<file path="config.mk">
export PLATFORM = sky130hd
export DESIGN_NAME = usb_cmd_led
export DESIGN_NICKNAME = d
export VERILOG_FILES = /design/src/rtl/usb_cmd_led.sv
export SDC_FILE = /design/constraint.sdc
export NUM_CORES = 1
export LEC_CHECK = 0
export ABC_AREA = 1
export BUFFER_PORTS_ARGS = -buffer_cell sky130_fd_sc_hd__buf_2
export CORE_MARGIN = 10
export CORE_UTILIZATION = 42
export CTS_CLUSTER_DIAMETER = 150
export CTS_CLUSTER_SIZE = 16
export DETAILED_ROUTE_END_ITERATION = 16
export GPL_TIMING_DRIVEN = 1
export MAX_ROUTING_LAYER = met4
export SLEW_MARGIN = 20
export SYNTH_ARGS = -nofsm -noshare
export SYNTH_HDL_FRONTEND = slang
export SYNTH_SLANG_ARGS = --single-unit
</file>
<file path="constraint.sdc">
create_clock -name clk48 -period 6.1 [get_ports clk48]
set_input_delay 0.61 -clock clk48 [delete_from_list [all_inputs] [get_ports clk48]]
set_output_delay 0.61 -clock clk48 [all_outputs]
set_load 0.02 [all_outputs]
</file>
<file path="src/rtl/usb_cmd_led.sv">
// usb_cmd_led: parses "<R|G|B><hex><hex><CR|LF>" from a byte stream, answers K/E, drives RGB PWM
module usb_cmd_led #(
  parameter int PWM_BITS = 8
) (
  input  logic       clk48,
  input  logic       reset,
  input  logic [7:0] in_data,
  input  logic       in_valid,
  output logic       in_ready,
  output logic [7:0] out_data,
  output logic       out_valid,
  input  logic       out_ready,
  output logic       led_r,
  output logic       led_g,
  output logic       led_b
);
  typedef enum logic [2:0] {IDLE, HI, LO, TERM, ERR, RESP} state_e;
  state_e state_q, state_d;
  logic [1:0] sel_q, sel_d, idx_q, idx_d, ch;
  logic ok_q, ok_d, wr, acc, eol, is_ch, is_hex;
  logic [3:0] hi_q, hi_d, lo_q, lo_d, hex;
  logic [7:0] lc;
  logic [2:0][PWM_BITS-1:0] duty_q, act_q;
  logic [PWM_BITS-1:0] cnt_q;
  logic [2:0] led_q;

  // Folding bit 5 makes letter matching case-insensitive without affecting digits.
  assign lc = in_data | 8'h20;
  assign acc = in_valid & in_ready;
  assign eol = in_data == 8'h0D || in_data == 8'h0A;
  assign is_ch = lc == "r" || lc == "g" || lc == "b";
  assign ch = lc == "r" ? 2'd0 : lc == "g" ? 2'd1 : 2'd2;
  assign is_hex = (in_data >= "0" && in_data <= "9") || (lc >= "a" && lc <= "f");
  assign hex = in_data[6] ? in_data[3:0] + 4'd9 : in_data[3:0];
  assign in_ready = state_q != RESP && !reset;
  assign out_valid = state_q == RESP;
  assign out_data = !out_valid ? 8'h00 : idx_q == 2'd0 ? (ok_q ? 8'h4B : 8'h45) : idx_q == 2'd1 ? 8'h0D : 8'h0A;
  assign {led_b, led_g, led_r} = led_q;

  // Parser next state; the response byte index restarts whenever RESP is entered.
  always_comb begin
    state_d = state_q;
    sel_d = sel_q;
    idx_d = idx_q;
    ok_d = ok_q;
    hi_d = hi_q;
    lo_d = lo_q;
    wr = 1'b0;
    case (state_q)
      IDLE: if (acc) begin
        if (is_ch) begin
          state_d = HI;
          sel_d = ch;
        end else if (!eol) state_d = ERR;
      end
      HI: if (acc) begin
        state_d = is_hex ? LO : eol ? RESP : ERR;
        hi_d = is_hex ? hex : hi_q;
        idx_d = 2'd0;
        ok_d = 1'b0;
      end
      LO: if (acc) begin
        state_d = is_hex ? TERM : eol ? RESP : ERR;
        lo_d = is_hex ? hex : lo_q;
        idx_d = 2'd0;
        ok_d = 1'b0;
      end
      TERM: if (acc) begin
        state_d = eol ? RESP : ERR;
        wr = eol;
        idx_d = 2'd0;
        ok_d = 1'b1;
      end
      ERR: if (acc && eol) begin
        state_d = RESP;
        idx_d = 2'd0;
        ok_d = 1'b0;
      end
      default: if (out_ready) begin
        state_d = idx_q == 2'd2 ? IDLE : RESP;
        idx_d = idx_q + 2'd1;
      end
    endcase
  end

  // Parser state and command fields.
  always_ff @(posedge clk48 or posedge reset)
    if (reset) begin
      state_q <= IDLE;
      sel_q <= '0;
      idx_q <= '0;
      ok_q <= 1'b0;
      hi_q <= '0;
      lo_q <= '0;
    end else begin
      state_q <= state_d;
      sel_q <= sel_d;
      idx_q <= idx_d;
      ok_q <= ok_d;
      hi_q <= hi_d;
      lo_q <= lo_d;
    end

  // Duty registers change only when a complete command is terminated.
  always_ff @(posedge clk48 or posedge reset)
    if (reset) duty_q <= '0;
    else for (int i = 0; i < 3; i++) if (wr && sel_q == 2'(i)) duty_q[i] <= PWM_BITS'({hi_q, lo_q});

  // Free-running PWM; duties are latched at the wrap so every period is whole.
  always_ff @(posedge clk48 or posedge reset)
    if (reset) begin
      cnt_q <= '0;
      act_q <= '0;
      led_q <= '0;
    end else begin
      cnt_q <= cnt_q + PWM_BITS'(1);
      if (&cnt_q) act_q <= duty_q;
      for (int i = 0; i < 3; i++) led_q[i] <= cnt_q < act_q[i];
    end
endmodule

</file>
==> flow_summary.json <==
{
  "status": "complete, no violations",
  "worst_r2r_path_depth": 8,
  "cpMostUsedCell": "inv_1",
  "core_area_sq_um": 9370,
  "fin_crit_ps": 2170,
  "cts-root-buf": "clkbuf_8",
  "drc_errors": 0,
  "async_reset_ff_frac": 1.00,
  "clockBufferDepth": 2,
  "gp_congestion": 0.833,
  "yosys-top-cells-area": "dfrtp_1 46%, ha_1 8.9%, nand2_1 7.6%",
  "hold_path.class": "in2async",
  "first_pass_iters": 4,
  "met1_usage": 0.143,
  "crit_cells": 6,
  "max_stage_delay_ps": 350,
  "skew_ps": 13.1,
  "leakagePower_nw": 2.32,
  "syn_area_per_cell_sq_um": 8.73,
  "nFillCells": 923,
  "grt-ovfl-total": 0,
  "setup-tns-final_ps": 0,
  "synth_cell_type_count": 30,
  "initial_core_util": 0.436,
  "layout-drive-gt1-share": 0.159,
  "syn-instance-count": 468,
  "post-cts-setup-buffers": 0,
  "holdWs_ps": 251,
  "routed_via_density": 4.63,
  "final_nets": 533,
  "start_kind": "flip-flop",
  "crit_path_start": "idx_q[0]$_DFFE_PP0P_",
  "critPathMaxFanout": 4,
  "multi_input_area_sq_um": 1830,
  "finalHoldViolations": 0,
  "synth_top_area_frac": 0.459,
  "rsz0062_at_grt": "false",
  "die_w_microns": 119,
  "htreeDepth": 3,
  "yosys_most_used_dff": "dfrtp_1",
  "peakVddDrop_mv": 0.168,
  "worstMarginPinSlew_ps": 759,
  "clkLatencyLatePin_ps": 340,
  "crit_slowest_cell": "dfrtp_1",
  "grt_max_degree": 62,
  "antenna_found_initial": 0,
  "synth_most_common_cell": "nand2_1",
  "synth-seq-cells": 75,
  "ant_nets": 0,
  "area.sequential_sq_um": 1880,
  "crit_type": "reg2out",
  "detail_route.iter0.violations": 160,
  "die_y_microns": 119,
  "ios": 25,
  "io_buffers": 21,
  "wl_microns": 7570,
  "grt_pass1_wl_microns": 13400,
  "drt-wirelength-per-cell_microns": 12.1,
  "endpoint_kind": "output pin",
  "r2r-start": "cnt_q[1]$_DFF_PP0_",
  "grt_usage": 0.116,
  "diodes": 0,
  "yosysWarningCount": 0,
  "syn-cell-area_sq_um": 4090,
  "grt_pass1_vias": 2883,
  "cpLargestDelayFamily": "flip-flops",
  "use_met3": 0.0257,
  "synthTopCellsByCount": "83 x nand2_1, 75 x dfrtp_1, 72 x inv_1",
  "relSlewSlack": 0.494,
  "dp_hpwl_microns": 5710,
  "grt_use_met2": 0.182,
  "area_growth_pct": 10.6,
  "cts_tree": "built",
  "yosysSeqAreaShare": 0.459,
  "fin_crit_sh": 0.356,
  "grt.busiest_layer": "met2",
  "fp-row-count": 35,
  "ctsResizeCount": 0,
  "fp.dieArea_sq_um": 14100,
  "cts_buffers": 9,
  "finalMaxSlewViolations": 0,
  "via_count": 2901,
  "path_clk_slew_ps": 80,
  "path_cells": "inv_1 -> ha_1 -> o21ai_0 -> inv_1 -> nor2_1 -> buf_2",
  "cts_hold_buf": 0,
  "drv_cap": 0,
  "synth_enable_flop_cells": 0,
  "fmax_mhz": 461,
  "cp.required_ps": 5490,
  "powerDensity_nw_per_um2": 284,
  "design_area_sq_um": 4520,
  "yosys.area.top_type": "dfrtp_1",
  "setup_viol": 0,
  "placed_cell_area_sq_um": 4280,
  "crit_arrival_ps": 1560,
  "crit_buf_inv": 3,
  "cts_sinks": 75
}
[layout by cell type, fill, tap and decap left out, drive strengths merged, types with 2 or more instances in the layout]
cell,n
o21ai,42
buf,23
bufinv,3
clkbuf,10
a21oi,35
nor3,5
clkinv,2
nand2,84
dfrtp,75
or2,2
nand4,5
o211ai,3
xnor2,2
nor2,58
inv,78
mux2,3
nand3,22
a21boi,3
xor2,6
conb,3
o31ai,3
ha,29
[area by class of cell]
cell class / count / area share
flip-flops and latches: 75 / 0.415
multi-input cells: 306 / 0.405
inverters: 77 / 0.0640
well taps: 129 / 0.0357
clock buffers: 10 / 0.0282
repair buffers: 23 / 0.0266
clock inverters: 6 / 0.0249
[final timing paths]
path	to	slack, ps
max	out_data[2]	3930
min	idx_q[1]$_DFFE_PP0P_	250
max reg2reg	act_q[16]$_DFFE_PP0P_	4160
min reg2reg	duty_q[5]$_DFFE_PP0P_	490
max in group asynchronous	led_q[0]$_DFF_PP0_	4760
min in group clk48	duty_q[5]$_DFFE_PP0P_	490
[through the flow]
stage	instances	power [W]	setup WS, ps	utilization
6_report	626	0.00128	3930	0.482
5_1_grt	626	0.00137	3770	0.482
4_1_cts	626	0.00130	3900	0.482
3_5_place_dp	610	0.000837	3970	0.457
3_3_place_gp	610	0.000832	3970	0.457
2_1_floorplan	470	0.000761	2850	-
[power by group]
| group | leakage, nW | switching [W] | total (W) | internal (W) |
|---|---|---|---|---|
| combinational | 1.19 | 0.000198 | 0.000291 | 0.0000928 |
| clock | 0.121 | 0.000184 | 0.000458 | 0.000274 |
| sequential | 1.01 | 0.0000173 | 0.000533 | 0.000516 |
[logic make-up after synthesis]
kind of cell | Yosys count | synth area share
buffers and inverters | 89 | 0.0940
xor gates and xnor gates | 8 | 0.0172
adders and majority gates | 29 | 0.0888
AOI/OAI and AO/OA | 87 | 0.131
DFF | 75 | 0.459
and+or+nand+nor | 176 | 0.200
other | 1 | 0.000918
muxes | 3 | 0.00827
[flip-flops by register name, indices dropped and copies added (netlist names)]
register	count
cnt_q	8
lo_q	4
duty_q	24
idx_q	2
ok_q	1
hi_q	4
act_q	24
sel_q	2
state_q	3
led_q	3
[per-layer routing]
layer,part of all wire,vias to the layer above
met5,0,-
met4,0.011,0
met3,0.023,7
met2,0.47,21
met1,0.50,1333
li1,-,1540
(Power assumes the default switching activity.)
